--- config.mk ---
export PLATFORM = sky130hd
export DESIGN_NAME = id_ex_alu_ctrl_flat
export DESIGN_NICKNAME = d
export VERILOG_FILES = /design/src/rtl/id_ex_alu_ctrl_pkg.sv /design/src/rtl/id_ex_alu_ctrl_if.sv /design/src/rtl/id_ex_alu_ctrl_dec.sv /design/src/rtl/id_ex_alu_ctrl.sv /design/src/flat_wrapper.sv
export SDC_FILE = /design/constraint.sdc
export NUM_CORES = 1
export LEC_CHECK = 0
export ABC_CLOCK_PERIOD_IN_PS = 1500
export CORE_AREA = 5 5 42 44
export CTS_BUF_LIST = sky130_fd_sc_hd__clkbuf_8
export DETAILED_ROUTE_END_ITERATION = 10
export DIE_AREA = 0 0 47 49
export PLACE_DENSITY_LB_ADDON = 0.15
export SKIP_LAST_GASP = 1
export SLEW_MARGIN = 15
export SYNTH_ARGS = -nofsm -noshare
export SYNTH_HDL_FRONTEND = slang
export SYNTH_SLANG_ARGS = --single-unit
--- constraint.sdc ---
create_clock -name clk -period 1.5 [get_ports clk]
set_input_delay 0.15 -clock clk [delete_from_list [all_inputs] [get_ports clk]]
set_output_delay 0.15 -clock clk [all_outputs]
set_load 0.01 [all_outputs]
--- src/rtl/id_ex_alu_ctrl_pkg.sv ---
// ============================================================================
// Module : alu_ctrl_pkg
// Brief  : Shared ALU select codes, ALUOp encodings and funct constants.
// Rev    : 1.0 - initial release
// ============================================================================
`default_nettype none

package alu_ctrl_pkg;

  localparam logic [2:0] ALU_AND = 3'b000;
  localparam logic [2:0] ALU_OR  = 3'b001;
  localparam logic [2:0] ALU_ADD = 3'b010;
  localparam logic [2:0] ALU_SUB = 3'b110;
  localparam logic [2:0] ALU_SLT = 3'b111;

  localparam logic [1:0] OP_ADD   = 2'b00;
  localparam logic [1:0] OP_SUB   = 2'b01;
  localparam logic [1:0] OP_RTYPE = 2'b10;
  localparam logic [1:0] OP_RSVD  = 2'b11;

  localparam logic [5:0] F_ADD = 6'b100000;
  localparam logic [5:0] F_SUB = 6'b100010;
  localparam logic [5:0] F_AND = 6'b100100;
  localparam logic [5:0] F_OR  = 6'b100101;
  localparam logic [5:0] F_SLT = 6'b101010;

endpackage

`default_nettype wire

--- src/rtl/id_ex_alu_ctrl_if.sv ---
// ============================================================================
// Module : id_ex_alu_ctrl_if
// Brief  : ID-side control inputs and EX-side registered ALU control outputs.
// Rev    : 1.0 - initial release
// ============================================================================
`default_nettype none

interface id_ex_alu_ctrl_if #(
  parameter int CNT_W = 8
);
  logic             id_valid;
  logic [1:0]       alu_op;
  logic [5:0]       funct;
  logic             stall;
  logic             flush;
  logic             ex_valid;
  logic [2:0]       ex_alu_ctrl;
  logic             ex_illegal;
  logic [CNT_W-1:0] err_cnt;

  modport master (
    output id_valid, alu_op, funct, stall, flush,
    input  ex_valid, ex_alu_ctrl, ex_illegal, err_cnt
  );

  modport slave (
    input  id_valid, alu_op, funct, stall, flush,
    output ex_valid, ex_alu_ctrl, ex_illegal, err_cnt
  );
endinterface

`default_nettype wire

--- src/rtl/id_ex_alu_ctrl_dec.sv ---
// ============================================================================
// Module : alu_ctrl_dec
// Brief  : Combinational (alu_op, funct) -> (ALU code, illegal) decoder.
// Rev    : 1.0 - initial release
// ============================================================================
`default_nettype none

module alu_ctrl_dec
  import alu_ctrl_pkg::*;
(
  input  wire logic [1:0] i_alu_op,
  input  wire logic [5:0] i_funct,
  output logic      [2:0] o_code,
  output logic            o_illegal
);

  // Unsupported encodings fall back to ADD so EX never sees an undefined code.
  always_comb begin
    o_code    = ALU_ADD;
    o_illegal = 1'b0;
    case (i_alu_op)
      OP_ADD: o_code = ALU_ADD;
      OP_SUB: o_code = ALU_SUB;
      OP_RTYPE: begin
        case (i_funct)
          F_ADD:   o_code = ALU_ADD;
          F_SUB:   o_code = ALU_SUB;
          F_AND:   o_code = ALU_AND;
          F_OR:    o_code = ALU_OR;
          F_SLT:   o_code = ALU_SLT;
          default: o_illegal = 1'b1;
        endcase
      end
      default: o_illegal = 1'b1;
    endcase
  end

endmodule

`default_nettype wire

--- src/rtl/id_ex_alu_ctrl.sv ---
// ============================================================================
// Module : id_ex_alu_ctrl
// Brief  : ID/EX stage register for the ALU select code with stall/flush and
//          an optional saturating illegal-decode counter (ALU_CTRL_ERRCNT_EN).
// Rev    : 1.0 - initial release
// ============================================================================
`default_nettype none

module id_ex_alu_ctrl
  import alu_ctrl_pkg::*;
#(
  parameter int CNT_W = 8
) (
  input  wire logic         clk,
  input  wire logic         rst,
  id_ex_alu_ctrl_if.slave   bus
);

  logic [2:0] w_code;
  logic       w_illegal;
  logic       w_load;
  logic       r_valid;
  logic [2:0] r_ctrl;
  logic       r_illegal;

  alu_ctrl_dec u_dec (
    .i_alu_op  (bus.alu_op),
    .i_funct   (bus.funct),
    .o_code    (w_code),
    .o_illegal (w_illegal)
  );

  assign w_load = !bus.flush && !bus.stall;

  always_ff @(posedge clk) begin
    if (rst || bus.flush) begin
      r_valid   <= 1'b0;
      r_ctrl    <= ALU_ADD;
      r_illegal <= 1'b0;
    end else if (!bus.stall) begin
      r_valid   <= bus.id_valid;
      r_ctrl    <= w_code;
      r_illegal <= w_illegal & bus.id_valid;
    end
  end

  assign bus.ex_valid    = r_valid;
  assign bus.ex_alu_ctrl = r_ctrl;
  assign bus.ex_illegal  = r_illegal;

`ifdef ALU_CTRL_ERRCNT_EN
  logic [CNT_W-1:0] r_err_cnt;

  // Saturates at all-ones rather than wrapping.
  always_ff @(posedge clk) begin
    if (rst) begin
      r_err_cnt <= '0;
    end else if (w_load && bus.id_valid && w_illegal && (r_err_cnt != {CNT_W{1'b1}})) begin
      r_err_cnt <= r_err_cnt + 1'b1;
    end
  end

  assign bus.err_cnt = r_err_cnt;
`else
  assign bus.err_cnt = {CNT_W{1'b0}};
`endif

endmodule

`default_nettype wire

--- src/flat_wrapper.sv ---
// flat-port wrapper written by rule: the top's interface ports become plain ports
module id_ex_alu_ctrl_flat import alu_ctrl_pkg::*;
#(
  parameter int CNT_W = 8
)
  (clk, rst, bus_id_valid, bus_alu_op, bus_funct, bus_stall, bus_flush, bus_ex_valid, bus_ex_alu_ctrl, bus_ex_illegal, bus_err_cnt);
  id_ex_alu_ctrl_if #(.CNT_W(CNT_W)) bus_i ();
  input  wire logic clk;
  input  wire logic rst;
  input wire logic [$bits(bus_i.id_valid)-1:0] bus_id_valid;
  input wire logic [$bits(bus_i.alu_op)-1:0] bus_alu_op;
  input wire logic [$bits(bus_i.funct)-1:0] bus_funct;
  input wire logic [$bits(bus_i.stall)-1:0] bus_stall;
  input wire logic [$bits(bus_i.flush)-1:0] bus_flush;
  output wire logic [$bits(bus_i.ex_valid)-1:0] bus_ex_valid;
  output wire logic [$bits(bus_i.ex_alu_ctrl)-1:0] bus_ex_alu_ctrl;
  output wire logic [$bits(bus_i.ex_illegal)-1:0] bus_ex_illegal;
  output wire logic [$bits(bus_i.err_cnt)-1:0] bus_err_cnt;
  assign bus_i.id_valid = bus_id_valid;
  assign bus_i.alu_op = bus_alu_op;
  assign bus_i.funct = bus_funct;
  assign bus_i.stall = bus_stall;
  assign bus_i.flush = bus_flush;
  assign bus_ex_valid = bus_i.ex_valid;
  assign bus_ex_alu_ctrl = bus_i.ex_alu_ctrl;
  assign bus_ex_illegal = bus_i.ex_illegal;
  assign bus_err_cnt = bus_i.err_cnt;
  id_ex_alu_ctrl #(.CNT_W(CNT_W)) u_core (.clk(clk), .rst(rst), .bus(bus_i));
endmodule
==> results of run 1 <==
==> Yosys cell counts, drive strengths merged <==
master  count
nor2        5
inv         3
nor2b       3
a32oi       1
nand4       2
a211o       1
a31oi       1
nor3b       1
clkbuf      1
buf         8
mux2i       1
o41ai       1
a21oi       2
or2         1
o2111a      1
dfxtp       5
nand3b      1
nand3       3
o21ai       1
conb        1
nand2b      1
ha          3
nand2       2
==> worst max-delay path: cells and delay by family <==
kind / cells / cell delay [ps]
buffers and inverters: 2 / 540
AO/OA/AOI/OAI: 2 / 340
adder cells (fa/ha/maj): 1 / 340
==> area by class of cell <==
type	instances	area (um^2)
clock buffers	3	41.3
inverters	3	11.3
well taps	16	20.0
clock inverters	1	3.75
flip-flops and latches	5	100
fillers	154	803
repair buffers	18	178
multi-input cells	39	244
==> kinds of logic (layout without fill, tap and decap cells) <==
group / after synthesis / after routing / synth area share
AND/OR/NAND/NOR: 19 / 19 / 0.254
multiplexers: 1 / 1 / 0.0254
adder cells (fa/ha/maj): 3 / 3 / 0.0952
AO/OA/AOI/OAI: 8 / 8 / 0.168
buffers and inverters: 12 / 25 / 0.194
flip-flops: 5 / 5 / 0.254
other: 1 / 8 / 0.00951
==> worst min-delay path by stage <==
stage | endpoint | cells past startpoint
2_1_floorplan | u_core.bus.ex_alu_ctrl[1] | 2
3_3_place_gp | u_core.bus.ex_valid | 2
3_5_place_dp | u_core.bus.ex_valid | 2
4_1_cts | u_core.bus.ex_valid | 2
5_1_grt | u_core.bus.ex_valid | 2
6_report | u_core.bus.ex_valid | 2
==> routing by layer <==
metal,share of wire,GRT usage,wire length [um],vias to the layer above
met5,0,0,0,-
met4,0,0.0829,0,0
met3,0.11,0.0148,92,0
met2,0.48,0.131,423,16
met1,0.41,0.101,360,168
li1,-,-,-,194
==> registers in the layout, summed over array words and instances (netlist names) <==
signal / flops
u_core.bus.ex_alu_ctrl: 3
u_core.bus.ex_illegal: 1
u_core.bus.ex_valid: 1
==> stage by stage <==
step                      std cells  hold slack (ps)  setup slack, ps  utilization  power (uW)
after global placement           81              458             32.1        0.395         232
final                            85              464              240        0.427         470
after CTS                        85              465              241        0.427         478
after detailed placement         81              460             5.99        0.395         231
after global routing             85              496             80.5        0.427         499
after floorplan                  56              329              576            -         198
==> power by group through the flow <==
stage | sequential [uW] | combinational (uW) | clock [uW]
detailed placement | 140 | 91.4 | 0
finish | 138 | 91.9 | 240
floorplan | 141 | 57.1 | 0
CTS | 138 | 91.7 | 249
global route | 138 | 101 | 259
global placement | 140 | 91.6 | 0
==> out/qor.txt, run 1 <==
WL final = 875 um
#FFs+latches synth = 5
Sw Pwr = 109 uW
Most common cell after layout, fill and taps aside = clkdlybuf4s50_1
CTS sink count = 5
DR vias/cell = 4.45
CORE AREA = 1400 um^2
Slowest CP cell = clkdlybuf4s50_1
Yosys Warn Count = 0
Post-route DRC = 0
Hold Fails Final Rpt = 0
Worst-path clk slew = 40 ps
Fin crit period = 1260 ps
Seq/Total Area, Yosys = 0.254
Reg2reg setup slack = 680 ps
Outcome = finished, final reports clean
H-tree depth = 1
Share of cells above drive strength 1 = 0.0725
Die Wd = 47 um
Total track usage = 0.0886
Sw Ratio = 0.232
Routed Antenna Nets = 0
Worst min path class = register to register
CTS max path bufs = 2
Total CTS buffers = 3
Pin count of the biggest net entering global routing = 10
Max-Cap Viols = 0
Most frequent cells in the layout = 17 x clkdlybuf4s50_1, 8 x conb_1, 5 x nor2_1, 5 x dfxtp_1, 4 x inv_1
Synth-to-layout area growth = 51.7%
Ports = 26
Pleak = 0.000252 uW
Arrival time of the worst setup path = 1370 ps
First DRT Iteration DRCs = 1
Tcrit/Tclk final = 0.840
IO buf count = 17
Drt first pass iters = 2
Largest area contributor in the netlist = dfxtp_1
Crit path from = bus_alu_op[0]
Critical Path Fanout Max = 4
CP Capture Type = register
Sequential share of power = 0.294
Max Slew Vio Count = 0
# resized after CTS = 0
Startpoint types = input pin
Die Ht = 49 um
CTS Hold Bufs = 0
Layout net count = 86
FMAX = 794 MHz
Starting Density = 0.281
Pwr/cell area = 785 nW/um^2
Initial antenna violation count = 0
Slowest cell delay on critical path = 480 ps
Comb power frac = 0.196
Hold Path Origin = u_core.bus.ex_valid
CP required = 1610 ps
Row count = 14
Clk Latency, worst-skew pair = 220 ps
First-pass GRT wire length = 1490 um
Cell area after synthesis = 394 um^2
Critical path class = input pin to register
Synth top area share = 0.254
Synth cell types = 23
Placed cell areas = 553 um^2
Total global routing overflow = 0
Main area contributors after synthesis = dfxtp_1 25%, buf_4 15%, ha_1 9.5%
Root Buffer = clkbuf_8
Vias in the first global route = 362
Via count = 378
Clock share of power = 0.511
Synth Area per Inst = 8.04 um^2
Post-route cell area = 598 um^2
CP endpoint = u_core.bus.ex_alu_ctrl[1]
Final TNS setup = 0 ps
CTS tree = done
Worst vdd ir = 300 uV
Int Pwr = 361 uW
Setup repair after global routing missed its margin = false
Gpl congestion = 0.729
Reg2Reg Depth = 3
R2R Path Start = u_core.bus.ex_alu_ctrl[1]
Cells after Synth = 49
# diodes = 0
DIE AREA = 2300 um^2
Wire per inst = 10.3 um
Worst clock skew = 0 ps
Final setup viols = 0
CP Cell Sequence = clkdlybuf4s50_1, inv_1, ha_1, a21oi_1, a211o_1
FF-to-FF End = u_core.bus.ex_alu_ctrl[1]
Post-CTS setup buffers = 0
Power figures use the tool's default switching activity.
==> run 2: changes to the inputs <==
--- a/config.mk
+++ b/config.mk
@@ -5,7 +5,7 @@
 export SDC_FILE = /design/constraint.sdc
 export NUM_CORES = 1
 export LEC_CHECK = 0
-export ABC_CLOCK_PERIOD_IN_PS = 1500
+export ABC_CLOCK_PERIOD_IN_PS = 1060
 export CORE_AREA = 5 5 42 44
 export CTS_BUF_LIST = sky130_fd_sc_hd__clkbuf_8
 export DETAILED_ROUTE_END_ITERATION = 10
==> constraint.sdc (replaced) <==
create_clock -name clk -period 1.06 [get_ports clk]
set_input_delay 0.106 -clock clk [delete_from_list [all_inputs] [get_ports clk]]
set_output_delay 0.106 -clock clk [all_outputs]
set_load 0.01 [all_outputs]
==> out/qor.txt, run 2 (synthesis gave the netlist of run 1 again) <==
Total track usage = 0.0853 (-0.00334)
Outcome = finished, final reports clean
Wire per inst = 10.6 um (+2.8%)
Routed Antenna Nets = 0 (unchanged)
CTS sink count = 5 (unchanged)
# diodes = 0 (unchanged)
First DRT Iteration DRCs = 4 (+3)
Ports = 26 (unchanged)
Drt first pass iters = 2 (unchanged)
Arrival time of the worst setup path = 1110 ps (-260 ps)
Crit path buf inv count = 1 (-1)
CP Capture Type = register
Worst-path clk slew = 40 ps (about the same)
Post-CTS setup buffers = 0 (unchanged)
Worst min path class = input pin to register
Pleak = 0.000323 uW (+28%)
Root Buffer = clkbuf_8
Worst vdd ir = 414 uV (+38%)
Via count = 392 (+3.7%)
CTS tree = done
Starting Density = 0.281 (unchanged)
Critical Path Fanout Max = 3 (-1)
Hold Fails Final Rpt = 0 (unchanged)
Row count = 14 (unchanged)
Tcrit/Tclk final = 0.946
Final TNS setup = 0 ps (unchanged)
Total CTS buffers = 3 (unchanged)
Gpl congestion = 0.651 (-11%)
CP required = 1170 ps (-440 ps)
Startpoint types = input pin
H-tree depth = 1 (unchanged)
Slowest CP cell = clkdlybuf4s50_1
DIE AREA = 2300 um^2 (unchanged)
CP Cell Sequence = clkdlybuf4s50_1, nor2b_2, nand3_1, a211o_1
Pwr/cell area = 1050 nW/um^2 (+34%)
Utilization after layout = 0.463 (+0.0357)
Total global routing overflow = 0 (unchanged)
CTS max path bufs = 2 (unchanged)
Clk Latency, worst-skew pair = 220 ps (about the same)
Vias in the first global route = 354 (-2.2%)
Setup repair after global routing missed its margin = true
IO buf count = 17 (unchanged)
CORE AREA = 1400 um^2 (unchanged)
Worst clock skew = 0 ps (unchanged)
Pin count of the biggest net entering global routing = 8 (-2)
Synth-to-layout area growth = 64.4%
Final setup viols = 0 (unchanged)
Slowest cell delay on critical path = 440 ps (-40 ps)
Max Slew Vio Count = 0 (unchanged)
Critical path class = input pin to register
Detail Placement HPWL = 755 um
Number of flip-flops in the largest register = 3 (unchanged)
FMAX = 998 MHz
Post-route DRC = 0 (unchanged)
Post-route setup slack = 57.6 ps (-183 ps)
Pre-CTS setup slack = -367 ps (-373 ps)
Max-Cap Viols = 0 (unchanged)
Crit path max-delay family = buffers and inverters
Share of cells above drive strength 1 = 0.222 (+0.150)
Fin crit period = 1000 ps
Die Wd = 47 um (unchanged)
DR vias/cell = 4.45 (+0.17%)
WL final = 931 um (+6.4%)
Die Ht = 49 um (unchanged)
Most frequent cells in the layout = 8 x conb_1, 8 x dlygate4sd2_1, 5 x nor2_1, 5 x clkdlybuf4s50_1, 5 x dfxtp_1
Layout net count = 89 (+3.5%)
Initial antenna violation count = 0 (unchanged)
First-pass GRT wire length = 1430 um (-4.2%)
run 2: timing repair:
action / 4_1_cts / 5_1_grt
gates resized for setup: 13 / 7
setup endpoints to repair: 9 / 4
pin swaps: 0 / 0
hold buffers: 0 / 0
run 2: path summary, 6_finish.rpt:
check                                                from                   endpoint  slack, ps  cells past startpoint
worst max-delay path                         bus_funct[5]  u_core.bus.ex_alu_ctrl[1]         60                      4
worst min-delay path                         bus_funct[3]  u_core.bus.ex_alu_ctrl[0]        260                      3
worst max register to register  u_core.bus.ex_alu_ctrl[1]  u_core.bus.ex_alu_ctrl[1]        220                      3
worst min register to register        u_core.bus.ex_valid        u_core.bus.ex_valid        450                      2
run 2: final cells by class:
type / count / area, um^2
timing repair buffer: 21 / 200
clock inverter: 1 / 3.75
sequential: 5 / 100
multi-input combinational: 39 / 272
clock buffer: 3 / 41.3
tap: 16 / 20.0
fill: 152 / 753
inverter: 3 / 11.3
run 2: power by group:
| group | switching [uW] | internal (uW) |
|---|---|---|
| Sequential | 2.00 | 193 |
| Clock | 92.8 | 248 |
| Combinational | 67.4 | 76.3 |
| Total | 162 | 518 |
run 2: per-stage QoR:
| stage | power [uW] | hold WS (ps) | cell area, um^2 | instances |
|---|---|---|---|---|
| 2_1_floorplan | 281 | 285 | 420 | 56 |
| 3_3_place_gp | 339 | 454 | 576 | 84 |
| 3_5_place_dp | 339 | 454 | 576 | 84 |
| 4_1_cts | 685 | 379 | 628 | 88 |
| 5_1_grt | 722 | 286 | 648 | 88 |
| 6_report | 680 | 255 | 648 | 88 |
run 2: worst register-to-register path: stages (launching register included):
cell and delay, ps:
dfxtp_1 310, nor2b_1 110, a21oi_1 50, a211o_1 260
run 2: metal layers:
metal,global-route usage,wire [um]
met5,0,0
met4,0.0829,0
met3,0,101
met2,0.133,485
met1,0.0969,345
